--- src/rtl/pool_pkg.sv ---
`default_nettype none
// ============================================================================
//  Module      : pool_pkg
//  Description : Shared types and helpers for the 2x2 pooling frame sequencer.
//  Revision    : 1.0 - initial release
// ============================================================================
package pool_pkg;

    localparam int CW_DEFAULT = 10;
    localparam int DW_DEFAULT = 12;

    typedef enum logic [1:0] {
        ST_IDLE  = 2'd0,
        ST_RUN   = 2'd1,
        ST_DRAIN = 2'd2,
        ST_DONE  = 2'd3
    } state_t;

    // Number of pooled results a w x h frame produces (odd edges still pool).
    function automatic int exp_count(input int w, input int h);
        return ((w + 1) / 2) * ((h + 1) / 2);
    endfunction

endpackage
`default_nettype wire

--- src/rtl/pool_coord_cnt.sv ---
`default_nettype none
// ============================================================================
//  Module      : pool_coord_cnt
//  Description : Raster x/y counter with row wrap and last-pixel flag.
//  Revision    : 1.0 - initial release
// ============================================================================
module pool_coord_cnt #(
    parameter int IMG_W = 64,
    parameter int IMG_H = 64,
    parameter int CW    = 10
) (
    input  logic          clk,
    input  logic          rst,
    input  logic          i_clr,
    input  logic          i_adv,
    output logic [CW-1:0] o_x,
    output logic [CW-1:0] o_y,
    output logic          o_last
);

    localparam logic [CW-1:0] c_xmax = CW'(IMG_W - 1);
    localparam logic [CW-1:0] c_ymax = CW'(IMG_H - 1);

    logic [CW-1:0] r_x;
    logic [CW-1:0] r_y;
    logic          w_xend;

    assign w_xend = (r_x == c_xmax);
    assign o_last = w_xend && (r_y == c_ymax);
    assign o_x    = r_x;
    assign o_y    = r_y;

    always_ff @(posedge clk or posedge rst) begin
        if (rst) begin
            r_x <= '0;
            r_y <= '0;
        end else if (i_clr) begin
            r_x <= '0;
            r_y <= '0;
        end else if (i_adv) begin
            if (w_xend) begin
                r_x <= '0;
                r_y <= o_last ? '0 : r_y + 1'b1;
            end else begin
                r_x <= r_x + 1'b1;
            end
        end
    end

endmodule
`default_nettype wire

--- src/rtl/pool_scan_ctrl.sv ---
`default_nettype none
// ============================================================================
//  Module      : pool_scan_ctrl
//  Description : Frame sequencer tagging conv pixels with raster coordinates
//                and counting pooled results. POOL_SCAN_TIMEOUT_EN enables a
//                drain watchdog.
//  Revision    : 1.0 - initial release
// ============================================================================
module pool_scan_ctrl
    import pool_pkg::*;
#(
    parameter int IMG_W   = 64,
    parameter int IMG_H   = 64,
    parameter int CW      = CW_DEFAULT,
    parameter int DW      = DW_DEFAULT,
    parameter int TIMEOUT = 255
) (
    input  logic                 clk,
    input  logic                 rst,
    input  logic                 start,
    output logic                 busy,
    output logic                 done,
    output logic                 overrun,
    output logic                 timeout_err,
    input  logic                 pix_valid_in,
    input  logic signed [DW-1:0] pix_data_in,
    output logic                 pool_valid,
    output logic signed [DW-1:0] pool_data,
    output logic        [CW-1:0] pool_x,
    output logic        [CW-1:0] pool_y,
    input  logic                 mp_valid_out
);

    localparam int               c_exp   = exp_count(IMG_W, IMG_H);
    localparam int               c_ocw   = $clog2(c_exp + 1);
    localparam logic [c_ocw-1:0] c_exp_v = c_ocw'(c_exp);

    state_t                r_state;
    logic                  r_busy;
    logic                  r_done;
    logic                  r_overrun;
    logic                  r_pool_valid;
    logic signed [DW-1:0]  r_pool_data;
    logic [CW-1:0]         r_pool_x;
    logic [CW-1:0]         r_pool_y;
    logic [c_ocw-1:0]      r_out_cnt;
    logic [c_ocw-1:0]      w_cnt_next;
    logic [CW-1:0]         w_x;
    logic [CW-1:0]         w_y;
    logic                  w_last;
    logic                  w_clr;
    logic                  w_adv;

    assign w_clr      = (r_state == ST_IDLE) && start;
    assign w_adv      = (r_state == ST_RUN) && pix_valid_in;
    assign w_cnt_next = (mp_valid_out && (r_out_cnt != c_exp_v)) ? r_out_cnt + 1'b1 : r_out_cnt;

    pool_coord_cnt #(
        .IMG_W (IMG_W),
        .IMG_H (IMG_H),
        .CW    (CW)
    ) u_coord (
        .clk    (clk),
        .rst    (rst),
        .i_clr  (w_clr),
        .i_adv  (w_adv),
        .o_x    (w_x),
        .o_y    (w_y),
        .o_last (w_last)
    );

`ifdef POOL_SCAN_TIMEOUT_EN
    localparam int            c_tw      = $clog2(TIMEOUT + 1);
    localparam logic [c_tw-1:0] c_to_last = c_tw'(TIMEOUT - 1);
    logic [c_tw-1:0] r_tcnt;
    logic            r_timeout_err;
    assign timeout_err = r_timeout_err;
`else
    // TIMEOUT has no effect in this build; the flag is constant low.
    assign timeout_err = (TIMEOUT < 0);
`endif

    always_ff @(posedge clk or posedge rst) begin
        if (rst) begin
            r_state      <= ST_IDLE;
            r_busy       <= 1'b0;
            r_done       <= 1'b0;
            r_overrun    <= 1'b0;
            r_pool_valid <= 1'b0;
            r_pool_data  <= '0;
            r_pool_x     <= '0;
            r_pool_y     <= '0;
            r_out_cnt    <= '0;
`ifdef POOL_SCAN_TIMEOUT_EN
            r_tcnt        <= '0;
            r_timeout_err <= 1'b0;
`endif
        end else begin
            r_pool_valid <= 1'b0;
            case (r_state)
                ST_IDLE: begin
                    if (start) begin
                        r_state   <= ST_RUN;
                        r_busy    <= 1'b1;
                        r_out_cnt <= '0;
                        r_overrun <= 1'b0;
`ifdef POOL_SCAN_TIMEOUT_EN
                        r_tcnt        <= '0;
                        r_timeout_err <= 1'b0;
`endif
                    end else if (pix_valid_in) begin
                        r_overrun <= 1'b1;
                    end
                end
                ST_RUN: begin
                    r_out_cnt <= w_cnt_next;
                    if (pix_valid_in) begin
                        r_pool_valid <= 1'b1;
                        r_pool_data  <= pix_data_in;
                        r_pool_x     <= w_x;
                        r_pool_y     <= w_y;
                        if (w_last) begin
                            if (r_out_cnt == c_exp_v) begin
                                r_state <= ST_DONE;
                                r_done  <= 1'b1;
                            end else begin
                                r_state <= ST_DRAIN;
                            end
                        end
                    end
                end
                ST_DRAIN: begin
                    r_out_cnt <= w_cnt_next;
                    if (pix_valid_in) begin
                        r_overrun <= 1'b1;
                    end
                    if (w_cnt_next == c_exp_v) begin
                        r_state <= ST_DONE;
                        r_done  <= 1'b1;
`ifdef POOL_SCAN_TIMEOUT_EN
                    end else if (mp_valid_out) begin
                        r_tcnt <= '0;
                    end else if (r_tcnt == c_to_last) begin
                        r_timeout_err <= 1'b1;
                        r_state       <= ST_DONE;
                        r_done        <= 1'b1;
                    end else begin
                        r_tcnt <= r_tcnt + 1'b1;
`endif
                    end
                end
                ST_DONE: begin
                    r_done  <= 1'b0;
                    r_busy  <= 1'b0;
                    r_state <= ST_IDLE;
                end
                default: r_state <= ST_IDLE;
            endcase
        end
    end

    assign busy       = r_busy;
    assign done       = r_done;
    assign overrun    = r_overrun;
    assign pool_valid = r_pool_valid;
    assign pool_data  = r_pool_data;
    assign pool_x     = r_pool_x;
    assign pool_y     = r_pool_y;

endmodule
`default_nettype wire

--- config.mk ---
export PLATFORM = sky130hd
export DESIGN_NAME = pool_scan_ctrl
export DESIGN_NICKNAME = d
export VERILOG_FILES = /design/src/rtl/pool_pkg.sv /design/src/rtl/pool_coord_cnt.sv /design/src/rtl/pool_scan_ctrl.sv
export SDC_FILE = /design/constraint.sdc
export NUM_CORES = 1
export LEC_CHECK = 0
export CAP_MARGIN = 20
export CELL_PAD_IN_SITES_DETAIL_PLACEMENT = 1
export CELL_PAD_IN_SITES_GLOBAL_PLACEMENT = 1
export CORE_MARGIN = 2
export CORE_UTILIZATION = 41
export CTS_CLUSTER_SIZE = 16
export DETAILED_ROUTE_END_ITERATION = 8
export GPL_ROUTABILITY_DRIVEN = 0
export HOLD_SLACK_MARGIN = 0.05
export PLACE_DENSITY = 0.8
export SYNTH_ARGS = -nofsm -noshare
export SYNTH_HDL_FRONTEND = slang
export SYNTH_SLANG_ARGS = --single-unit
--- constraint.sdc ---
create_clock -name clk -period 3.35 [get_ports clk]
set_input_delay 0.8375 -clock clk [delete_from_list [all_inputs] [get_ports clk]]
set_output_delay 0.8375 -clock clk [all_outputs]
set_load 0.01 [all_outputs]
# --- Word-level counts from Yosys, hierarchy flattened ---
# Cells that the tools add are included.
# W data, S select, Z words.
word_totals:
  ff_bits: 69
  input_bits: 17
  out_inout_bits: 37
  elab_cells: 73
op_classes:
  addsub: 3
  n_eq_ne: 13
  muxes: 28
  n_reduce_logical: 18
ops:
  columns: ["cell", "count"]
  rows:
  - ["$mux W10", 7]
  - ["$eq A11 B11 Y1 const B", 2]
  - ["$mux W11", 2]
  - ["$pmux W11 S2", 1]
  - ["$add A10 B1 Y10 const B", 2]
  - ["$eq A10 B6 Y1 const B", 2]
  - ["$add A11 B1 Y11 const B", 1]
  - ["$ne A11 B11 Y1 const B", 1]
  - ["$mux W1", 10]
  - ["$reduce_bool A2 Y1", 5]
  - ["$mux W2", 4]
  - ["$pmux W2 S4", 1]
  - ["$reduce_and A2 Y1", 4]
  - ["$ne A2 B2 Y1 const B", 3]
  - ["$reduce_and A5 Y1", 1]
  - ["$eq A2 B2 Y1 const B", 2]
  - ["$logic_and A1 B1 Y1", 4]
  - ["$ne A2 B1 Y1 const B", 2]
  - ["$pmux W1 S2", 2]
  - ["$reduce_and A4 Y1", 1]
  - ["$pmux W1 S3", 1]
  - ["$reduce_bool A3 Y1", 1]
  - ["$eq A2 B1 Y1 const B", 1]
  - ["$logic_not A2 Y1", 1]
  - ["$reduce_or A2 Y1", 1]

# --- Logic depth before layout (Yosys ltp) ---
# Gate-level depths: netlist (run 1).
logic_depth:
  ltp_word: 6
  depth_mapped: 10
  mapped_depth_nobuf: 8

# --- Hierarchy ---
# Synthesis (run 1) repeated with hierarchy kept, for this count alone.
hier_totals:
  hier_cells: 348
  area_unflattened_um2: 3652.3
modules_own_cells:
  columns: ["mod", "n_inst", "cells_each", "area_per_inst_um2", "seq_area_each_um2"]
  rows:
  - ["pool_scan_ctrl", 1, 231, 2529.9, 1226.2]
  - ["pool_coord_cnt", 1, 117, 1122.3, 500.5]

# --- Worst setup path after synthesis (run 1) ---
# Ideal clock, no wire load.
synth_path:
  path_kind: "input to register"
  from: "input port mp_valid_out"
  to: "register r_state[1]"
  setup_ps: 128
  arrival_time_ps: 2197
  required_time_ps: 3222
  slack_ps: 1025
  cell_stages: 6
  n_path_buf: 0
  path_cell_list: "and4_1 -> and4_4 -> mux2_4 -> a41oi_2 -> a221oi_2 -> mux2_1"
synth_via:
  elab_chain_cells: 5
synth_lines:
  columns: ["item", "line_no", "source"]
  rows:
  - ["start, declared", "pool_scan_ctrl.sv:31", "input logic mp_valid_out"]
  - ["$logic_and A1 B1 Y1", "pool_scan_ctrl.sv:56", "assign w_cnt_next = (mp_valid_out && (r_out_cnt != c_exp_v)) ? r_out_cnt + 1'b1 : r_out_cnt;"]
  - ["$mux W11", "pool_scan_ctrl.sv:56", null]
  - ["$eq A11 B11 Y1", "pool_scan_ctrl.sv:137", "if (w_cnt_next == c_exp_v) begin"]
  - ["$ne A2 B2 Y1 (no source line)", null, null]
  - ["$reduce_and A4 Y1 (no source line)", null, null]
  - ["end signal, assigned", "pool_scan_ctrl.sv:138", "r_state <= ST_DONE;"]
  - ["end signal, assigned", "pool_scan_ctrl.sv:155", "r_state <= ST_IDLE;"]
  - ["end signal, assigned", "pool_scan_ctrl.sv:157", "default: r_state <= ST_IDLE;"]
  - ["end, declared", "pool_scan_ctrl.sv:38", "state_t r_state;"]
# No other way between the ends.
# A chain may end at the register's enable or synchronous reset.

# --- Worst setup path after layout (run 1) ---
# Ends and elaborated chain as after synthesis.

==> results of run 1 <==
[worst max-delay path by stage]
stage | from | endpoint | slack [ns] | depth (start not counted)
5_1_grt | mp_valid_out | r_state[1] | 0.47 | 7
2_1_floorplan | rst | busy | 0.77 | 1
6_report | mp_valid_out | r_state[1] | 0.56 | 7
4_1_cts | mp_valid_out | r_state[1] | 0.59 | 7
3_3_place_gp | mp_valid_out | r_state[1] | 0.30 | 7
3_5_place_dp | mp_valid_out | r_state[1] | 0.22 | 7
[per-layer routing]
metal	up-vias	global-route usage, %
met5	-	0
met4	0	8.94
met3	12	3.51
met2	41	34.6
met1	1465	27.1
li1	1383	-
[registers in the layout (all words and copies together) (netlist names)]
signal and cells:
pool_data 12, r_out_cnt 11, pool_x 10, pool_y 10, u_coord.o_x 10, u_coord.o_y 10
r_state 2, busy 1, done 1, overrun 1, pool_valid 1
[worst min-delay path, stage by stage (launching register included)]
cell and delay, ns:
dfrtp_1 0.34, nand2_1 0.05, nand2_1 0.06
[layout by cell type, fill, tap and decap left out, types with 3 or more instances in the layout]
cell and n:
nand2_1 121, dfrtp_1 69, clkdlybuf4s50_1 52, o21ai_0 24
nor2_1 18, nand3_1 14, a21oi_1 13, inv_1 10
clkbuf_8 10, xor2_1 8, ha_1 8, buf_4 8
and3_1 7, nand4_1 5, nor3_1 5, o31ai_1 4
o41ai_1 4, mux2i_1 4, o21ai_1 3, clkinvlp_4 3
[kinds of logic (layout without fill, tap and decap cells)]
kind of cell,Yosys count,in the layout
compound gates,66,66
xor+xnor,9,9
fa+ha+maj,8,8
buf+inv,27,87
flops,69,69
mux,8,8
other cells,1,1
simple gates,185,185
[Yosys cell counts, types with 3 or more instances]
cell type  number  share of area (%)
nor3_1          5               0.74
nand3_1        14                2.1
o41ai_1         4                1.0
o21ai_1         3               0.44
xor2_1          8                2.1
o21ai_0        24                3.5
dfrtp_1        69                 51
o31ai_1         4               0.89
inv_1          11                1.2
mux2i_1         4                1.2
clkbuf_1        7               0.78
nand4_1         5               0.92
nand2_1       121                 13
ha_1            8                3.0
a21oi_1        13                1.9
nor2_1         18                2.0
buf_1           4               0.44
and3_1          7                1.3
[layout make-up]
class	count	area (um^2)	share of cell area, %
inverters	11	41.3	0.978
repair buffers	60	581	13.8
multi-input cells	277	1540	36.5
well taps	105	131	3.11
clock buffers	10	138	3.26
flip-flops and latches	69	1730	40.9
clock inverters	6	62.6	1.48
[report_power, final]
part	leakage, nW	internal [mW]	switching [mW]	total, mW
combinational	0.998	0.607	0.707	1.31
clock	0.0943	0.361	0.336	0.697
sequential	0.892	1.05	0.193	1.25
total	1.98	2.02	1.24	3.26
==> impl_metrics.json, run 1 <==
{
  "crit_chain": "clkdlybuf4s50_1 > and4_1 > and4_4 > mux2_4 > a41oi_2 > a221oi_2 > mux2_1",
  "syn-num-nets": 398,
  "synth_fa_ha_area_share_pct": 2.96,
  "cts_buffers": 9,
  "dr_total_vias": 2901,
  "initial_core_util_pct": 41.9,
  "core_um2": 8090,
  "total_power_mw": 3.26,
  "timing.rr.end": "r_state[1]",
  "netlist_instances": 373,
  "placedCellCount": 522,
  "grt_pass1_wl_um": 14600,
  "ys_ff_latch": 69,
  "crit_required_ns": 3.58,
  "worstPathMaxFanout": 8,
  "maxCapViolCount": 0,
  "grtUsageTotal_pct": 20.9,
  "ant_nets": 0,
  "reg2reg_from": "r_out_cnt[0]",
  "relSlewSlack_pct": 64.2,
  "nets": 453,
  "hold_end": "pool_x[6]",
  "clockBufferDepth": 2,
  "utilization_pct": 52.2,
  "drc": 0,
  "wl_um": 8440,
  "worstMarginPinSlew_ns": 0.536,
  "grt.overflow.total": 0,
  "post_cts_buffers": 0,
  "path_class": "input pin to flip-flop",
  "max_freq_ghz": 0.359,
  "crit_path_end_kind": "flip-flop",
  "slowest_delay_ns": 0.61,
  "die_h_um": 94.9,
  "wl_met3_um": 268,
  "port-buffer-count": 52,
  "avgSynthCellArea_um2": 9.08,
  "netlist_area_um2": 3390,
  "layout_setup_ws_ns": 0.563,
  "layout-drive-gt1-share_pct": 9.01,
  "synth_compound_gate_area_share_pct": 12.8,
  "fin_crit_ns": 2.79,
  "cts.clk_slew.worst_paths_ns": 0.08,
  "cts_hold_buffers": 0,
  "cts.root.buffer_cell": "clkbuf_8",
  "rr_worst_depth": 8,
  "worst_skew_pair.late_latency_ns": 0.36,
  "cpLargestDelayFamily": "multiplexers",
  "synth_edf_count": 0,
  "synthMuxAreaShare_pct": 2.62,
  "maxUsedRoutingLayer": "met4",
  "slew_violations": 0,
  "final_area_um2": 4220,
  "holdWs_ns": 0.478,
  "stdcell_count": 538,
  "synth-xor-area-share_pct": 2.33,
  "peakVddDrop_mv": 0.376,
  "grt_pass1_vias": 3065,
  "skew_ns": 0.0123,
  "hp-start": "pool_x[6]",
  "status": "finished, final reports clean",
  "avgRoutedWirePerCell_um": 15.7,
  "start_kind": "input pin",
  "grt_max_degree": 38,
  "pin_count": 54,
  "leakage_nw": 1.98,
  "viasPerCell": 5.39,
  "cts_sinks": 69,
  "num_rows": 33,
  "wl_met2_um": 4180,
  "areaGrowthSynthToFinish_pct": 24.6,
  "critPathBufInv": 1,
  "diodes": 0,
  "dpl_cell_area_um2": 4020,
  "synth_top_family_by_area": "simple AND/OR/NAND/NOR gates",
  "reg2reg_slack_ns": 0.83,
  "critPathSlowestCell": "clkdlybuf4s50_1",
  "yosys_warnings": 0,
  "hold_depth": 2,
  "setup_viol": 0,
  "hold_viol": 0,
  "tritoncts": "built",
  "firstDrtPassIters": 4,
  "antenna_found_initial": 0,
  "synth.distinct_cells": 54,
  "hold_class": "flip-flop to flip-flop",
  "pre_cts_ws_ns": 0.220,
  "dp.final_hpwl_um": 5780,
  "synth.yosys.seq_area_share_pct": 51.0,
  "n_fill_cell": 974,
  "arrival_ns": 3.02,
  "die_area_um2": 9000,
  "period_share_pct": 83.2,
  "power_density_nw_per_um2": 771,
  "die_w_um": 94.9,
  "drtIter0Drc": 117,
  "post_cts_resized": 0,
  "synth_ff_type": "dfrtp_1",
  "async_flop_share_pct": 100,
  "htree_num_levels": 3,
  "wl_met1_um": 3820,
  "tns_ns": 0,
  "synthSimpleGateAreaFrac_pct": 24.7,
  "rsz0062_at_grt": "false"
}
Power figures use the tool's default switching activity.
==> run 2, diff against run 1 <==
--- a/config.mk
+++ b/config.mk
@@ -9,12 +9,12 @@
 export CELL_PAD_IN_SITES_DETAIL_PLACEMENT = 1
 export CELL_PAD_IN_SITES_GLOBAL_PLACEMENT = 1
 export CORE_MARGIN = 2
-export CORE_UTILIZATION = 41
+export CORE_UTILIZATION = 37
 export CTS_CLUSTER_SIZE = 16
 export DETAILED_ROUTE_END_ITERATION = 8
 export GPL_ROUTABILITY_DRIVEN = 0
 export HOLD_SLACK_MARGIN = 0.05
-export PLACE_DENSITY = 0.8
+export PLACE_DENSITY = 0.76
 export SYNTH_ARGS = -nofsm -noshare
 export SYNTH_HDL_FRONTEND = slang
 export SYNTH_SLANG_ARGS = --single-unit
==> constraint.sdc (replaced) <==
create_clock -name clk -period 2.35 [get_ports clk]
set_input_delay 0.5875 -clock clk [delete_from_list [all_inputs] [get_ports clk]]
set_output_delay 0.5875 -clock clk [all_outputs]
set_load 0.01 [all_outputs]
==> run 2 against run 1 <==
Clock power is 39% higher. Clock skew is 0.0016 ns lower. Sequential power is 42% higher. Critical path depth is 1 higher. Die area is 10% higher. Largest power group unchanged. Highest routed layer unchanged.
==> impl_metrics.json, run 2 (synthesized netlist as in run 1, its figures left out) <==
{
  "reg2reg_slack_ns": 0.07,
  "wl_met1_um": 3900,
  "setup_viol": 0,
  "period_share_pct": 97.1,
  "diodes": 0,
  "status": "finished, final reports clean",
  "areaGrowthSynthToFinish_pct": 30.8,
  "fin_crit_ns": 2.28,
  "worst_skew_pair.late_latency_ns": 0.34,
  "clockBufferDepth": 2,
  "wl_met2_um": 4520,
  "stdcell_count": 562,
  "wl_um": 8760,
  "wl_met3_um": 236,
  "dp.final_hpwl_um": 5940,
  "grtUsageTotal_pct": 18.5,
  "layout-drive-gt1-share_pct": 15.2,
  "grt.overflow.total": 0,
  "placedCellCount": 542,
  "crit_required_ns": 2.57,
  "pin_count": 54,
  "cts.root.buffer_cell": "clkbuf_8",
  "nets": 474,
  "hold_viol": 0,
  "dr_total_vias": 2942,
  "cts.clk_slew.worst_paths_ns": 0.08,
  "pre_cts_ws_ns": -0.378,
  "drtIter0Drc": 104,
  "initial_core_util_pct": 38.5,
  "die_area_um2": 9940,
  "port-buffer-count": 52,
  "largest_reg_flops": 12,
  "peakVddDrop_mv": 0.496,
  "skew_ns": 0.0107,
  "maxCapViolCount": 0,
  "max_freq_ghz": 0.438,
  "grt_pass1_wl_um": 14800,
  "path_class": "flip-flop to flip-flop",
  "maxUsedRoutingLayer": "met4",
  "layout_commonest_cell": "nand2_1",
  "total_power_mw": 4.79,
  "crit_path_end_kind": "flip-flop",
  "die_w_um": 99.7,
  "core_um2": 8810,
  "num_rows": 34,
  "htree_num_levels": 3,
  "cts_sinks": 69,
  "leakage_nw": 2.10,
  "layout_setup_ws_ns": 0.0672,
  "ant_nets": 0,
  "power_density_nw_per_um2": 1080,
  "cts_buffers": 9,
  "firstDrtPassIters": 4,
  "worstPathMaxFanout": 6,
  "antenna_found_initial": 0,
  "drc": 0,
  "n_fill_cell": 1028,
  "avgRoutedWirePerCell_um": 15.6,
  "tritoncts": "built",
  "layout_common_cells": "nand2_1, dfrtp_1, clkdlybuf4s50_1, buf_4, o21ai_0",
  "grt_max_degree": 70,
  "slew_violations": 0,
  "die_h_um": 99.7,
  "hold_class": "flip-flop to flip-flop",
  "viasPerCell": 5.23,
  "arrival_ns": 2.51,
  "start_kind": "flip-flop",
  "grt_pass1_vias": 3097
}
run 2: cell type report:
| class | count | area, um^2 | area share, % |
|---|---|---|---|
| clock buffers | 10 | 138 | 3.11 |
| clock inverters | 6 | 62.6 | 1.41 |
| inverters | 11 | 41.3 | 0.932 |
| multi-input cells | 277 | 1580 | 35.6 |
| flip-flops and latches | 69 | 1730 | 39.0 |
| well taps | 108 | 135 | 3.05 |
| repair buffers | 81 | 749 | 16.9 |
run 2: path summary, 6_finish.rpt:
check | start | end | depth (start not counted)
min | pool_data[1] | pool_data[1] | 2
min in group asynchronous | rst | r_out_cnt[3] | 3
max | r_out_cnt[1] | r_state[1] | 8
min reg2reg | pool_data[1] | pool_data[1] | 2
max in group asynchronous | rst | u_coord.o_y[2] | 3
max reg2reg | r_out_cnt[1] | r_state[1] | 8
run 2: what timing repair did:
action                                 CTS  global route
setup buffers                            1             3
hold buffers                             0             0
pin swaps                                0             4
endpoints found under the hold margin    0             0
resized for setup                        2            10
setup endpoints to repair                1            19
run 2: metrics by stage:
stage                     util, %  area (um^2)  setup TNS, ns  hold slack (ns)
after floorplan                 -         3390              0            0.481
after global placement       47.3         4170         -0.731            0.458
after detailed placement     47.3         4170         -0.969            0.463
after CTS                    49.7         4380              0            0.482
after global routing         50.3         4430        -0.0271            0.502
final                        50.3         4430              0            0.474
run 2: critical path, cell delays in order (launching register included):
cell and delay, ns:
dfrtp_2 0.47, inv_2 0.08, ha_4 0.11, nor4b_4 0.26
a31oi_2 0.17, o32ai_2 0.31, a41oi_2 0.16, a221oi_2 0.24
mux2_1 0.36
run 2: layer usage:
metal	GRT usage, %	vias to the layer above
met2	31.6	37
met4	6.43	0
li1	-	1422
met1	23.3	1476
met3	3.87	7
met5	0	-
run 2: power breakdown:
| part | leakage [nW] | switching (mW) | internal [mW] |
|---|---|---|---|
| clock network | 0.0943 | 0.456 | 0.515 |
| logic | 1.11 | 1.06 | 0.992 |
| registers | 0.889 | 0.272 | 1.50 |
| total | 2.10 | 1.78 | 3.01 |
==> run 3, diff against run 2 <==
--- a/config.mk
+++ b/config.mk
@@ -8,6 +8,7 @@
 export CAP_MARGIN = 20
 export CELL_PAD_IN_SITES_DETAIL_PLACEMENT = 1
 export CELL_PAD_IN_SITES_GLOBAL_PLACEMENT = 1
+export CORE_ASPECT_RATIO = 0.7
 export CORE_MARGIN = 2
 export CORE_UTILIZATION = 37
 export CTS_CLUSTER_SIZE = 16
==> run 3 against run 2 <==
Utilization up 1.2 points. Cell count up 4.1%. Hold slack worse by 0.0047 ns. Die area up 0.13%. Clock-buffer cell count unchanged. Flip-flop and latch count unchanged. Combinational power increased by 2%. Total power up 11%. Clock power up 49%. Critical endpoint unchanged. Largest cell class unchanged.
==> impl_metrics.json, run 3 (synthesized netlist as in run 1, its figures left out) <==
{
  "pre_cts_ws_ns": -0.379,
  "cts_hold_buffers": 0,
  "diodes": 0,
  "cts_sinks": 69,
  "grtUsageTotal_pct": 19.8,
  "path_depth": 8,
  "start_kind": "flip-flop",
  "viasPerCell": 5.13,
  "slowest_delay_ns": 0.42,
  "nets": 481,
  "layout_commonest_cell": "nand2_1",
  "clockPowerShare_pct": 27.3,
  "hp-start": "pool_x[6]",
  "cts_buffers": 9,
  "leakage_nw": 2.19,
  "p_switching_mw": 1.88,
  "tritoncts": "built",
  "final_area_um2": 4610,
  "worst_skew_pair.late_latency_ns": 0.34,
  "clockBufferDepth": 2,
  "critPathBufInv": 1,
  "multi_input_area_um2": 1570,
  "crit_chain": "inv_2 > ha_4 > nor4b_4 > a31oi_2 > o32ai_2 > a41oi_2 > a221oi_2 > mux2_1",
  "seq_area_um2": 1730,
  "layout_setup_ws_ns": 0.0349,
  "hold_viol": 0,
  "max_freq_ghz": 0.432,
  "die_w_um": 118,
  "rsz0062_at_grt": "true",
  "ant_nets": 0,
  "initial_core_util_pct": 37.8,
  "total_power_mw": 5.32,
  "status": "finished, final reports clean",
  "grt_pass1_vias": 3081,
  "die_area_um2": 9950,
  "reg2reg_slack_ns": 0.03,
  "core_um2": 8960,
  "dpl_cell_area_um2": 4220,
  "drtIter0Drc": 130,
  "n_fill_cell": 1049,
  "num_rows": 29,
  "crit_path_end_kind": "flip-flop",
  "crit_required_ns": 2.57,
  "port-buffer-count": 52,
  "drc": 0,
  "largest_reg_flops": 12,
  "hold_class": "flip-flop to flip-flop",
  "period_share_pct": 98.5,
  "rr_worst_depth": 8,
  "grt_pass1_wl_um": 15600,
  "die_h_um": 84.1,
  "combinationalPowerShare_pct": 39.5,
  "power_density_nw_per_um2": 1150,
  "hold_depth": 2,
  "layout-drive-gt1-share_pct": 15.8,
  "areaGrowthSynthToFinish_pct": 36.2,
  "path_class": "flip-flop to flip-flop",
  "dp.final_hpwl_um": 6300,
  "pin_count": 54,
  "arrival_ns": 2.53,
  "reg2reg_from": "r_out_cnt[0]",
  "peakVddDrop_mv": 0.662,
  "avgRoutedWirePerCell_um": 15.7,
  "fin_crit_ns": 2.32,
  "skew_ns": 0.00622,
  "cpLargestDelayFamily": "compound AO/OA/AOI/OAI gates",
  "grt.overflow.total": 0,
  "antenna_found_initial": 0,
  "p_sw_share_pct": 35.3,
  "firstDrtPassIters": 4,
  "timing.rr.end": "r_state[1]",
  "p_int_mw": 3.44,
  "pwr-share-seq_pct": 33.2,
  "htree_num_levels": 3,
  "wl_um": 9190,
  "worstPathMaxFanout": 3,
  "setup_viol": 0,
  "holdWs_ns": 0.469,
  "maxCapViolCount": 0,
  "cts.clk_slew.worst_paths_ns": 0.06,
  "hold_end": "pool_x[6]",
  "critPathSlowestCell": "dfrtp_2",
  "grt_max_degree": 70,
  "dr_total_vias": 2999,
  "cts.root.buffer_cell": "clkbuf_16",
  "slew_violations": 0,
  "layout_common_cells": "nand2_1, dfrtp_1, clkdlybuf4s50_1, buf_4, o21ai_0"
}
run 3: worst max-delay path by stage:
| stage | from | to | slack [ns] |
|---|---|---|---|
| floorplan | rst | busy | 0.02 |
| global placement | mp_valid_out | r_state[1] | -0.33 |
| detailed placement | mp_valid_out | r_state[1] | -0.38 |
| CTS | r_out_cnt[0] | r_state[1] | 0.009 |
| global route | r_out_cnt[0] | r_state[1] | -0.06 |
| finish | r_out_cnt[0] | r_state[1] | 0.03 |
run 3: per-layer routing:
metal  track usage [%]  share of wire [%]  vias up
met5                 0                  0        -
met4              5.26                1.1        0
met3              6.42                4.5       10
met2              30.7                 46       56
met1              26.8                 48     1494
li1                  -                  -     1439
run 3: worst min-delay path: cells and delay by family, from the launching register on:
kind / cells / cell delay [ns]
DFF: 1 / 0.34
and+or+nand+nor: 2 / 0.10
run 3: final cells by class:
cell class                 count  share of cell area [%]
tap                          124                    3.36
timing repair buffer          88                    17.4
clock inverter                 6                    1.87
clock buffer                  10                    4.96
inverter                      11                   0.895
multi-input combinational    277                    34.1
sequential                    69                    37.5
run 3: power by group through the flow:
stage | sequential (mW) | combinational (mW) | clock, mW
after global placement | 1.77 | 1.88 | 0
after CTS | 1.78 | 2.01 | 1.49
after global routing | 1.82 | 2.33 | 1.54
after floorplan | 1.83 | 0.973 | 0
final | 1.76 | 2.10 | 1.45
after detailed placement | 1.79 | 1.97 | 0
run 3: repair_timing:
item                                    4_1_cts  5_1_grt
endpoints found under the setup margin        1        4
setup buffers                                 0        7
pin swaps                                     0        4
resized for setup                             2        8
hold endpoints to repair                      0        0
run 3: through the flow:
stage | util, % | TNS (ns) | cells
after CTS | 50.6 | 0 | 578
after detailed placement | 47.0 | -0.862 | 562
after floorplan | - | 0 | 373
after global routing | 51.5 | -0.0607 | 585
after global placement | 47.0 | -0.743 | 562
final | 51.5 | 0 | 585
